[src/rtl/rf_ctrl_pkg.sv]
// Shared constants and types for the register-file write scheduler.
package rf_ctrl_pkg;

  localparam int NUM_REGS = 32;
  localparam int ADDR_W   = 5;
  localparam int DATA_W   = 32;

  typedef enum logic {
    WB_SRC_EX = 1'b0,
    WB_SRC_LD = 1'b1
  } wb_src_e;

  typedef struct packed {
    logic [ADDR_W-1:0] rd;
    logic [DATA_W-1:0] data;
  } wb_req_t;

endpackage

[src/rtl/rf_scoreboard.sv]
// Busy-register scoreboard: one bit per architectural register with an
// outstanding write, plus the RAW/WAW hazard check for the issue stage.
module rf_scoreboard
  import rf_ctrl_pkg::*;
#(
  parameter int NUM_REGS = rf_ctrl_pkg::NUM_REGS,
  parameter int ADDR_W   = rf_ctrl_pkg::ADDR_W
) (
  input  logic                clk,
  input  logic                reset_n,
  input  logic                iss_valid,
  input  logic [ADDR_W-1:0]   iss_rs1_addr,
  input  logic                iss_rs1_used,
  input  logic [ADDR_W-1:0]   iss_rs2_addr,
  input  logic                iss_rs2_used,
  input  logic [ADDR_W-1:0]   iss_rd_addr,
  input  logic                iss_rd_wen,
  input  logic                clr_en,
  input  logic [ADDR_W-1:0]   clr_addr,
  output logic                iss_stall,
  output logic [NUM_REGS-1:0] busy_vec
);

  logic [NUM_REGS-1:0] busy_q, busy_d;
  logic                set_en;

  assign iss_stall = iss_valid &
                     ((iss_rs1_used & busy_q[iss_rs1_addr]) |
                      (iss_rs2_used & busy_q[iss_rs2_addr]) |
                      (iss_rd_wen & (iss_rd_addr != '0) & busy_q[iss_rd_addr]));

  assign set_en = iss_valid & ~iss_stall & iss_rd_wen & (iss_rd_addr != '0);

  // NOTE: every always_comb output gets a full default first so no path leaves it unassigned (no latch).
  always_comb begin
    busy_d = busy_q;
    if (clr_en) busy_d[clr_addr] = 1'b0;
    // Set is applied after clear so a same-cycle set of the same register wins.
    if (set_en) busy_d[iss_rd_addr] = 1'b1;
    busy_d[0] = 1'b0;
  end

  // NOTE: sequential state uses non-blocking assignments only, so all flops sample pre-edge values.
  // NOTE: busy_q is a flop vector, not a RAM, so clearing it on reset is both cheap and required.
  always_ff @(posedge clk) begin
    if (!reset_n) busy_q <= '0;
    else          busy_q <= busy_d;
  end

  assign busy_vec = busy_q;

endmodule

[src/rtl/rf_wb_scheduler.sv]
// Write-port scheduler: round-robin arbitration of execute/load writebacks onto
// the single register-file write port, with a registered write stage and scoreboard.
module rf_wb_scheduler
  import rf_ctrl_pkg::*;
#(
  parameter int NUM_REGS    = rf_ctrl_pkg::NUM_REGS,
  parameter int ADDR_W      = rf_ctrl_pkg::ADDR_W,
  parameter int DATA_W      = rf_ctrl_pkg::DATA_W,
  parameter int STALL_CNT_W = 16
) (
  input  logic                   clk,
  input  logic                   reset_n,
  input  logic                   iss_valid,
  input  logic [ADDR_W-1:0]      iss_rs1_addr,
  input  logic                   iss_rs1_used,
  input  logic [ADDR_W-1:0]      iss_rs2_addr,
  input  logic                   iss_rs2_used,
  input  logic [ADDR_W-1:0]      iss_rd_addr,
  input  logic                   iss_rd_wen,
  output logic                   iss_stall,
  input  logic                   ex_wb_valid,
  input  logic [ADDR_W-1:0]      ex_wb_rd,
  input  logic [DATA_W-1:0]      ex_wb_data,
  output logic                   ex_wb_ready,
  input  logic                   ld_wb_valid,
  input  logic [ADDR_W-1:0]      ld_wb_rd,
  input  logic [DATA_W-1:0]      ld_wb_data,
  output logic                   ld_wb_ready,
  output logic [ADDR_W-1:0]      rf_rd_addr,
  output logic                   rf_wr_en,
  output logic [DATA_W-1:0]      rf_wr_data,
  output logic [NUM_REGS-1:0]    busy_vec,
  output logic                   err_spurious_wb,
  output logic [STALL_CNT_W-1:0] stall_cycles
);

  wb_src_e          rr_q, rr_d;
  logic             ex_gnt, ld_gnt, any_gnt, spurious;
  wb_req_t          gnt_req;
  logic [ADDR_W-1:0] rf_rd_addr_q;
  logic [DATA_W-1:0] rf_wr_data_q;
  logic             rf_wr_en_q, err_q;
  logic [STALL_CNT_W-1:0] stall_cnt_q, stall_cnt_d;

  rf_scoreboard #(
    .NUM_REGS (NUM_REGS),
    .ADDR_W   (ADDR_W)
  ) u_scoreboard (
    .clk          (clk),
    .reset_n      (reset_n),
    .iss_valid    (iss_valid),
    .iss_rs1_addr (iss_rs1_addr),
    .iss_rs1_used (iss_rs1_used),
    .iss_rs2_addr (iss_rs2_addr),
    .iss_rs2_used (iss_rs2_used),
    .iss_rd_addr  (iss_rd_addr),
    .iss_rd_wen   (iss_rd_wen),
    .clr_en       (rf_wr_en_q),
    .clr_addr     (rf_rd_addr_q),
    .iss_stall    (iss_stall),
    .busy_vec     (busy_vec)
  );

  // rr_q names the source that wins the next contention.
  always_comb begin
    ex_gnt  = 1'b0;
    ld_gnt  = 1'b0;
    rr_d    = rr_q;
    gnt_req = '{rd: ex_wb_rd, data: ex_wb_data};
    if (reset_n) begin
      if (ex_wb_valid && (!ld_wb_valid || rr_q == WB_SRC_EX)) ex_gnt = 1'b1;
      else if (ld_wb_valid)                                   ld_gnt = 1'b1;
      if (ex_wb_valid && ld_wb_valid) rr_d = ex_gnt ? WB_SRC_LD : WB_SRC_EX;
    end
    if (ld_gnt) gnt_req = '{rd: ld_wb_rd, data: ld_wb_data};
  end

  assign any_gnt  = ex_gnt | ld_gnt;
  assign spurious = any_gnt & (gnt_req.rd != '0) & ~busy_vec[gnt_req.rd];

  assign stall_cnt_d = (iss_stall && stall_cnt_q != '1) ? stall_cnt_q + 1'b1 : stall_cnt_q;

  always_ff @(posedge clk) begin
    if (!reset_n) begin
      rr_q         <= WB_SRC_EX;
      rf_rd_addr_q <= '0;
      rf_wr_data_q <= '0;
      rf_wr_en_q   <= 1'b0;
      err_q        <= 1'b0;
      stall_cnt_q  <= '0;
    end else begin
      rr_q        <= rr_d;
      rf_wr_en_q  <= any_gnt & (gnt_req.rd != '0);
      err_q       <= err_q | spurious;
      stall_cnt_q <= stall_cnt_d;
      if (any_gnt) begin
        rf_rd_addr_q <= gnt_req.rd;
        rf_wr_data_q <= gnt_req.data;
      end
    end
  end

  assign ex_wb_ready     = ex_gnt;
  assign ld_wb_ready     = ld_gnt;
  assign rf_rd_addr      = rf_rd_addr_q;
  assign rf_wr_data      = rf_wr_data_q;
  assign rf_wr_en        = rf_wr_en_q;
  assign err_spurious_wb = err_q;
  assign stall_cycles    = stall_cnt_q;

endmodule

[config.mk]
export PLATFORM = sky130hd
export DESIGN_NAME = rf_wb_scheduler
export DESIGN_NICKNAME = d
export VERILOG_FILES = /design/src/rtl/rf_ctrl_pkg.sv /design/src/rtl/rf_scoreboard.sv /design/src/rtl/rf_wb_scheduler.sv
export SDC_FILE = /design/constraint.sdc
export NUM_CORES = 1
export LEC_CHECK = 0
export ABC_CLOCK_PERIOD_IN_PS = 3400
export CAP_MARGIN = 20
export CORE_MARGIN = 4
export CORE_UTILIZATION = 27
export CTS_CLUSTER_DIAMETER = 200
export DETAILED_ROUTE_END_ITERATION = 10
export PLACE_DENSITY_LB_ADDON = 0.3
export SYNTH_ARGS = -nofsm -noshare
export SYNTH_HDL_FRONTEND = slang
export SYNTH_SLANG_ARGS = --single-unit
[constraint.sdc]
create_clock -name clk -period 3.4 [get_ports clk]
set_input_delay 0.51 -clock clk [delete_from_list [all_inputs] [get_ports clk]]
set_output_delay 0.51 -clock clk [all_outputs]
set_load 0.01 [all_outputs]
==> metrics.cfg, run 1 <==
[floorplanning]
fp.coreArea_mm2=0.01827
rows=49
ios=187
start_util=0.2785
fp.dieH_um=145.3
die_w_um=145.3
dieArea_mm2=0.02111

[clock_network]
cts_tree=yes
htreeDepth=3
insertion_delay_ps=340
cts_buffers=9
clock-sinks=87
clock-root-buffer=clkbuf_16
cts_buffer_depth=2
clk_pin_slew_ps=70

[power_and_ir_drop]
p_sw_frac=0.2714
power_frac_seq=0.415
peakVddDrop_uv=239.4
p_leak_nw=2.886
comb_power_share=0.204
internal_power_w=0.001926
power.density_mw_per_mm2=342.8
netSwitchingPower_w=0.0007175
pwr-share-clk=0.380

[worst_setup_path]
path_cells=clkdlybuf4s50_1 -> buf_4 -> mux4_2 -> o32a_1 -> nand4_1 -> nand2_1 -> a2bb2oi_2 -> inv_1 -> dlymetal6s2s_1
max_stage_delay_ps=490
endpoint_kind=primary output
crit_slowest_cell=mux4_2
critPathTopFamily=buffers and inverters
cp-startpoint=iss_rs2_addr[1]
timing.rr.start=u_scoreboard.busy_vec[5]
worstSetupPathType=input pin to primary output
startpoint_type=input pin
worst-path-buf-inv=4
crit_fanout=5
rrSetupSlack_ps=800
cp.arrival_ps=2610
cp.required_ps=2890

[timing]
rsz0062_at_grt=no
skew_ps=5.937
final-setup-viol-count=0
hold_viol=0
slew-limit-headroom=0.4388
tightestPinTransition_ps=841.8
post-route-period-util=0.9166
fin_crit_ps=3116
slew_viol_final=0
setup_tns_ps=0
fmax_mhz=320.9

[yosys]
synth_top_family_by_area=simple AND/OR/NAND/NOR gates
synthXorXnorAreaFrac=0.01205
synth_seq_area_share=0.3423
ys.flop_type=dfxtp_1
synth.avg_cell_area_um2=8.383
ys_types=61
synth_compound_area_frac=0.1689
synth-adder-area-share=0.002459
async_flop_share=0
syn_inst=607
ys_warn_count=0
synth_area_mm2=0.005089
ys_ff_latch=87
synth_edf_count=0
synth_simple_gate_area_frac=0.2508
synthesis.nets=705
synthMuxAreaShare=0.1788

[placement]
io_buffers=185
dp_hpwl_um=13590
dpl_cell_area_mm2=0.007363
gp_congestion=0.9067

[drt]
ant_nets=0
wl_per_cell_um=18.15
drt-initial-drc-count=422
detailedRoute.firstPassIterationCount=6
drcViolationCount=0
num_vias=5307
vias_per_cell=5.137
totalWireLength_um=18740

[grt]
grt_max_degree=77
grt_pass1_wl_um=29170
antenna_found_initial=1
grt_usage=0.1735
grt_pass1_vias=5154
gr-total-overflow=0

[min_path]
min_from=err_spurious_wb
hp-class=flip-flop to flip-flop

[flow_run]
timing.max_cap.violations=0

[layout]
fin_area_mm2=0.007712
area.growth.synth_to_final_pct=51.56
nets=897
fin_util=0.4221
drive_gt1_frac=0.1182
diodes=0

[run_status]
status=finished, final reports clean

-- kinds of logic (layout without fill, tap and decap cells) --
group | Yosys count | in the layout
flops | 87 | 87
simple gates | 258 | 258
other cells | 1 | 1
buf+inv | 51 | 248
xor+xnor | 7 | 7
mux | 71 | 71
fa+ha+maj | 1 | 1
compound gates | 131 | 131
-- sequential cells by signal, indices dropped and copies added (netlist names) --
| signal | cells |
|---|---|
| err_spurious_wb | 1 |
| u_scoreboard.busy_vec | 31 |
| rr_q | 1 |
| stall_cycles | 16 |
| rf_wr_en | 1 |
| rf_wr_data | 32 |
| rf_rd_addr | 5 |
-- tightest hold or removal path: stages, from the launching register on --
cell and delay, ps:
dfxtp_1 330, nand2_1 60, o311ai_1 60
-- repair_timing --
action / CTS / global route
cloned: 0 / 0
hold buffers: 0 / 0
resized for setup: 6 / 6
pin swaps: 2 / 2
setup endpoints to repair: 1 / 1
setup buffers: 1 / 0
-- metal layers --
layer / share of wire / GRT usage / vias up
met5: 0.00069 / 0 / -
met4: 0.022 / 0.05176 / 2
met3: 0.11 / 0.06486 / 35
met2: 0.45 / 0.2783 / 242
met1: 0.42 / 0.2184 / 2437
li1: - / - / 2591
-- synthesized netlist by cell type (2+ instances only) --
| cell type | number | area (um2) |
|---|---|---|
| nor3b_1 | 4 | 30.03 |
| nor2_1 | 56 | 210.2 |
| buf_2 | 8 | 40.04 |
| buf_1 | 5 | 18.77 |
| mux2_2 | 3 | 33.78 |
| nand4_1 | 5 | 31.28 |
| o21ai_0 | 38 | 190.2 |
| dfxtp_1 | 87 | 1742 |
| a21oi_1 | 37 | 185.2 |
| xnor2_1 | 6 | 52.55 |
| inv_1 | 9 | 33.78 |
| clkbuf_1 | 24 | 90.09 |
| nand2_1 | 122 | 457.9 |
| nor3b_2 | 3 | 37.54 |
| a211oi_1 | 5 | 37.54 |
| nor3_1 | 5 | 25.02 |
| mux2i_2 | 2 | 27.53 |
| nor4bb_1 | 2 | 20.02 |
| or3b_2 | 3 | 26.28 |
| o211ai_1 | 2 | 15.01 |
| mux2i_1 | 51 | 510.5 |
| mux4_2 | 15 | 337.8 |
| o32ai_1 | 2 | 17.52 |
| a31oi_1 | 2 | 12.51 |
| and3_1 | 7 | 43.79 |
| nand3b_1 | 9 | 67.56 |
| and4_1 | 4 | 35.03 |
| buf_4 | 4 | 30.03 |
| nand3_1 | 7 | 35.03 |
| a311oi_1 | 33 | 289.0 |
| and2_1 | 3 | 18.77 |
| nand2b_1 | 15 | 93.84 |
-- layout by cell type, fill, tap and decap left out, types with 3 or more instances in the layout --
master	netlist	routed
nor3_1	5	5
mux2i_1	51	50
and3_1	7	7
nor3b_1	4	3
a21oi_1	37	37
dfxtp_1	87	87
buf_6	1	3
nor2_1	56	55
and2_1	3	3
mux4_2	15	15
buf_12	0	3
nand3b_1	9	9
nand2b_1	15	15
xnor2_1	6	6
o21ai_0	38	38
nand2_1	122	122
a311oi_1	33	33
nand4_1	5	5
a211oi_1	5	5
clkbuf_16	0	9
nand3_1	7	7
inv_1	9	8
and4_1	4	3
buf_4	4	32
mux2_2	3	3
mux2i_2	2	3
clkdlybuf4s50_1	0	182
or3b_2	3	3
nor3b_2	3	4
-- power by group through the flow --
stage,combinational [W],clock (W),sequential (W)
2_1_floorplan,0.000231,0,0.00113
3_3_place_gp,0.000540,0,0.00112
3_5_place_dp,0.000537,0,0.00112
4_1_cts,0.000544,0.00104,0.00110
5_1_grt,0.000587,0.00108,0.00111
6_report,0.000540,0.00100,0.00110
-- stage by stage --
step / total power [W] / cells / hold WS (ps) / setup WS, ps
final: 0.002643 / 1033 / 470.3 / 283.6
after global routing: 0.002770 / 1033 / 516.1 / 175.3
after CTS: 0.002681 / 1033 / 481.6 / 5.474
after detailed placement: 0.001658 / 1016 / 464.4 / -170.7
after global placement: 0.001659 / 1016 / 459.7 / -143.1
after floorplan: 0.001361 / 607 / 494.5 / 795.8
-- cell type report --
cell class	count	area, um2
Timing Repair Buffer	223	2190
Sequential cell	87	1742
Inverter	9	33.78
Clock inverter	7	72.57
Tap cell	229	286.5
Multi-Input combinational cell	469	3163
Clock buffer	9	225.2
Fill cell	1829	10560
-- worst paths after layout --
kind	to	cells past startpoint
worst max register to register	stall_cycles[14]	9
worst min-delay path	err_spurious_wb	2
worst min register to register	err_spurious_wb	2
worst max-delay path	iss_stall	9
(Power assumes the default switching activity.)
==> run 2, diff against run 1 <==
- CAP_MARGIN: 20 -> 30
- GPL_TIMING_DRIVEN: unset -> 0
==> run 2 against run 1 <==
  * Critical path depth stayed put
  * Setup slack worse by 280 ps
  * Highest routed layer unchanged
  * First-iteration DRC count down 5.7%
  * Non-clock buffer count decreased by 4
  * Global-route usage is 0.43 points higher
  * Register-to-register slack lost 240 ps
  * Utilization down 1.1 points
  * Fmax decreased by 8.2%
  * Critical path type unchanged
  * Via count rose by 1.5%
==> metrics.cfg, run 2 (synthesis gave the netlist of run 1 again) <==
[run_status]
status=finished, final reports clean

[layout]
drive_gt1_frac=0.08500  ; -0.03316
area.growth.synth_to_final_pct=47.53
layout_commonest_cell=clkdlybuf4s50_1
diodes=0  ; unchanged
largest_reg_flops=32  ; unchanged
nets=893  ; -0.45%
fin_util=0.4109  ; -0.01123
layout_common_cells=clkdlybuf4s50_1, nand2_1, dfxtp_1

[timing]
fin_crit_ps=3394  ; +278.0 ps
tightestPinTransition_ps=884.9  ; +43.13 ps
slew-limit-headroom=0.3984  ; -0.04042
final-setup-viol-count=0  ; unchanged
hold_slack_ps=479.0  ; +8.718 ps
fmax_mhz=294.6  ; -8.2%
rsz0062_at_grt=yes
slew_viol_final=0  ; unchanged
hold_viol=0  ; unchanged
skew_ps=9.177  ; +3.240 ps
post-route-period-util=0.9984  ; +0.08178

[clock_network]
clock-root-buffer=clkbuf_16
clk_pin_slew_ps=70  ; about the same
ctsHoldBuffers=0  ; unchanged
cts_buffers=9  ; unchanged
clock-sinks=87  ; unchanged
cts_tree=yes
htreeDepth=3  ; unchanged
cts_buffer_depth=2  ; unchanged
insertion_delay_ps=350  ; about the same

[power_and_ir_drop]
power.density_mw_per_mm2=363.1  ; +5.9%
p_leak_nw=2.727  ; -5.5%
peakVddDrop_uv=229.6  ; -4.1%

[placement]
gp_congestion=0.8345  ; -8.0%
io_buffers=177  ; -4.3%
dp_hpwl_um=14470  ; +6.5%

[worst_setup_path]
rr_endpoint=err_spurious_wb
rrSetupSlack_ps=560  ; -240 ps
worstSetupPathType=input pin to primary output
critPathTopFamily=buffers and inverters
endpoint_kind=primary output
cp.arrival_ps=2880  ; +270 ps
cp.required_ps=2890  ; about the same
crit_slowest_cell=clkdlybuf4s50_1
max_stage_delay_ps=530  ; +40 ps
ff2ff_path_depth=7  ; -2
path_cells=clkdlybuf4s50_1 -> buf_2 -> inv_1 -> nor3b_4 -> a21oi_1 -> and4_2 -> a2bb2oi_2 -> inv_1 -> clkdlybuf4s50_1
startpoint_type=input pin
crit_fanout=10  ; +5
timing.rr.start=rr_q
worst-path-buf-inv=5  ; +1

[drt]
wl_per_cell_um=18.64  ; +2.7%
ant_nets=0  ; unchanged
num_vias=5384  ; +1.5%
vias_per_cell=5.232  ; +1.8%
drt-initial-drc-count=398  ; -5.7%
detailedRoute.firstPassIterationCount=5  ; -1
totalWireLength_um=19180  ; +2.3%
drcViolationCount=0  ; unchanged

[floorplanning]
fp.coreArea_mm2=0.01827  ; unchanged
dieArea_mm2=0.02111  ; unchanged
rows=49  ; unchanged
ios=187  ; unchanged
start_util=0.2785  ; unchanged
fp.dieH_um=145.3  ; unchanged
die_w_um=145.3  ; unchanged

[grt]
grt_pass1_vias=5328  ; +3.4%
antenna_found_initial=1  ; unchanged
grt_pass1_wl_um=30320  ; +3.9%
grt_max_degree=16  ; -79%
gr-total-overflow=0  ; unchanged
grt_usage=0.1778  ; +0.004252

[min_path]
hold_path_depth=2  ; unchanged
hold_path_end=err_spurious_wb
hp-class=flip-flop to flip-flop
min_from=err_spurious_wb

[flow_run]
timing.max_cap.violations=0  ; unchanged

==> run 2: layout make-up <==
type                    instances  area (um2)
plain buffers                  42       196.4
inverters                       9       33.78
fillers                      1880       10760
clock buffers                   9       225.2
repair buffers                177        1770
clock inverters                 7       96.34
well taps                     229       286.5
flip-flops and latches         87        1742
multi-input cells             469        3157
==> run 2: tightest hold or removal path, stage by stage (launching register included) <==
cell,delay (ps)
dfxtp_1,330
nand2_1,60
o311ai_1,60
==> run 2: how the worst max path moves through the flow <==
stage / depth (start not counted) / start / endpoint / slack, ps
floorplan: 7 / iss_rd_addr[0] / iss_stall / 800
global placement: 9 / ex_wb_valid / err_spurious_wb / -290
detailed placement: 9 / ex_wb_valid / err_spurious_wb / -300
CTS: 9 / iss_rd_addr[3] / iss_stall / 7
global route: 9 / iss_rd_addr[3] / iss_stall / -100
finish: 9 / iss_rd_addr[3] / iss_stall / 6
==> run 2: routing by layer <==
metal | track usage | vias to the layer above | share of wire | wire length (um)
li1 | - | 2580 | - | -
met1 | 0.2304 | 2512 | 0.42 | 8123
met2 | 0.2851 | 260 | 0.46 | 8728
met3 | 0.05207 | 30 | 0.10 | 1916
met4 | 0.05840 | 2 | 0.020 | 393
met5 | 0 | - | 0.00068 | 13
==> run 2: repair_timing <==
| action | 4_1_cts | 5_1_grt |
|---|---|---|
| setup endpoints to repair | 1 | 3 |
| pin swaps | 0 | 0 |
| resized for setup | 5 | 6 |
| setup buffers | 0 | 0 |
==> run 2: power by group <==
part           internal, W  switching (W)
combinational     0.000268       0.000259
clock             0.000646       0.000460
sequential         0.00106      0.0000310
total              0.00198       0.000750
==> run 2: through the flow <==
step / instances / total power, W / cell area, um2 / setup TNS (ps) / setup WS (ps)
after CTS: 1029 / 0.002749 / 7480 / 0 / 7.263
after floorplan: 607 / 0.001361 / 5089 / 0 / 795.8
after global routing: 1029 / 0.002835 / 7507 / -95.10 / -95.10
after detailed placement: 1013 / 0.001639 / 7147 / -452.9 / -300.0
after global placement: 1013 / 0.001639 / 7147 / -469.6 / -288.3
final: 1029 / 0.002726 / 7507 / 0 / 5.575
==> run 3, diff against run 2 <==
- CORE_MARGIN: 4 -> unset
==> run 3 against run 2 <==
  * Fmax grew 3.4%
  * Via count grew 0.84%
  * Sequential power is essentially flat
  * Utilization grew 0.11 points
  * Critical path depth is the same
  * Sequential share of layout area is essentially flat
  * Final cell count is essentially flat
  * Clock-buffer cell count grew 4
  * Clock skew grew 1.1 ps
  * Combinational power is essentially flat
  * Setup slack gained 110 ps
  * Largest cell class unchanged
==> metrics.cfg, run 3 (synthesis gave the netlist of run 1 again) <==
[min_path]
min_from=err_spurious_wb
hold_path_depth=2  ; unchanged
hold_path_end=err_spurious_wb
hp-class=flip-flop to flip-flop

[drt]
drcViolationCount=0  ; unchanged
totalWireLength_um=18740  ; -2.3%
drt-initial-drc-count=449  ; +13%
ant_nets=0  ; unchanged
vias_per_cell=5.271  ; +0.74%
wl_per_cell_um=18.19  ; -2.4%
detailedRoute.firstPassIterationCount=6  ; +1
num_vias=5429  ; +0.84%

[clock_network]
clock-sinks=87  ; unchanged
insertion_delay_ps=350  ; about the same
cts_tree=yes
clock-root-buffer=clkbuf_16
cts_buffers=9  ; unchanged
clk_pin_slew_ps=60  ; about the same
ctsHoldBuffers=0  ; unchanged
cts_buffer_depth=2  ; unchanged
htreeDepth=3  ; unchanged

[floorplanning]
rows=49  ; unchanged
die_w_um=139.3  ; -4.1%
fp.dieH_um=139.3  ; -4.1%
start_util=0.2795  ; +0.0009378
ios=187  ; unchanged
dieArea_mm2=0.01940  ; -8.1%
fp.coreArea_mm2=0.01821  ; -0.34%

[timing]
skew_ps=10.28  ; +1.103 ps
tightestPinTransition_ps=698.5  ; -186.4 ps
slew-limit-headroom=0.5210  ; +0.1226
final-setup-viol-count=0  ; unchanged
hold_viol=0  ; unchanged
rsz0062_at_grt=yes
hold_slack_ps=466.1  ; -12.91 ps
slew_viol_final=0  ; unchanged
fin_crit_ps=3282  ; -112.7 ps
fmax_mhz=304.7  ; +3.4%
post-route-period-util=0.9652  ; -0.03314

[layout]
drive_gt1_frac=0.08240  ; -0.002603
nets=894  ; +0.11%
area.growth.synth_to_final_pct=47.43  ; about the same
register_area_mm2=0.001742  ; unchanged
layout_commonest_cell=clkdlybuf4s50_1
largest_reg_flops=32  ; unchanged
fillCellCount=1828  ; -2.8%
multiInputGateArea_mm2=0.003167  ; +0.32%
final_cells=1030  ; +0.097%
diodes=0  ; unchanged
layout_common_cells=clkdlybuf4s50_1, nand2_1, dfxtp_1

[grt]
grt_max_degree=14  ; -2
grt_usage=0.1948  ; +0.01702
grt_use_met1=0.2485  ; +0.01804
grt_use_met2=0.3081  ; +0.02301
gr-total-overflow=0  ; unchanged
grt_pass1_wl_um=29140  ; -3.9%
grt-busiest-layer=met2
grt_pass1_vias=5252  ; -1.4%
antenna_found_initial=0  ; -1
grt_use_met3=0.05231  ; +0.0002320

[worst_setup_path]
rr_endpoint=err_spurious_wb
cp.arrival_ps=2770  ; -110 ps
timing.rr.start=rr_q
crit_fanout=10  ; unchanged
startpoint_type=input pin
rrSetupSlack_ps=750  ; +190 ps
ff2ff_path_depth=8  ; +1
cp.required_ps=2890  ; about the same
worstSetupPathType=input pin to primary output
endpoint_kind=primary output

[placement]
gp_congestion=0.8501  ; +1.9%
dp_hpwl_um=13910  ; -3.9%
io_buffers=177  ; unchanged
placed_cells=1013  ; unchanged

[flow_run]
timing.max_cap.violations=0  ; unchanged

[power_and_ir_drop]
p_leak_nw=2.738  ; +0.42%
peakVddDrop_uv=209.0  ; -9.0%
power.density_mw_per_mm2=352.0  ; -3.0%

[run_status]
status=finished, final reports clean

## run 3: cell count changes in the layout (fill, tap and decap cells not counted), sizes merged
cell,delta
bufinv,-1
clkinvlp,-2
clkbuf,+5
dlymetal6s2s,+1
dlygate4sd2,-1
inv,-1
## run 3: layout make-up
class	count	share of cell area
clock buffers	13	0.03336
well taps	229	0.03819
inverters	9	0.004503
clock inverters	3	0.005670
flip-flops and latches	87	0.2322
multi-input cells	469	0.4221
plain buffers	42	0.02652
repair buffers	178	0.2375
## run 3: how the worst max path moves through the flow
stage	from	to
after CTS	iss_rd_addr[1]	iss_stall
final	iss_rd_addr[1]	iss_stall
after detailed placement	ex_wb_valid	err_spurious_wb
after floorplan	iss_rd_addr[0]	iss_stall
after global placement	ex_wb_valid	err_spurious_wb
after global routing	iss_rd_addr[3]	iss_stall
## run 3: metrics by stage
step	area [um2]	TNS (ps)	util	setup slack, ps	power, W
final	7502	0	0.4120	118.3	0.002641
after global routing	7502	-21.82	0.4120	-21.82	0.002764
after CTS	7450	0	0.4091	3.375	0.002664
after detailed placement	7147	-414.8	0.3925	-244.0	0.001636
after global placement	7147	-388.7	0.3925	-215.3	0.001636
after floorplan	5089	0	-	795.8	0.001361
## run 3: metal layers
metal	wire (um)	up-vias
met5	0	-
met4	498	0
met3	1735	34
met2	8452	261
met1	8053	2552
li1	-	2582
## run 3: power breakdown
part | total, W | internal [W] | switching, W
clock network | 0.00102 | 0.000590 | 0.000428
logic | 0.000528 | 0.000270 | 0.000258
registers | 0.00109 | 0.00106 | 0.0000323
## run 3: timing repair
| action | in CTS | in global routing |
|---|---|---|
| pin swaps | 0 | 1 |
| setup buffers | 0 | 1 |
| setup endpoints to repair | 1 | 3 |
| resized for setup | 3 | 12 |
## run 3: critical path, stage by stage
cell,delay [ps]
clkdlybuf4s50_1,530
buf_4,210
nand3b_1,120
o32ai_1,100
a221oi_2,290
and4_4,300
a2bb2oi_2,190
inv_1,50
clkdlybuf4s50_1,470
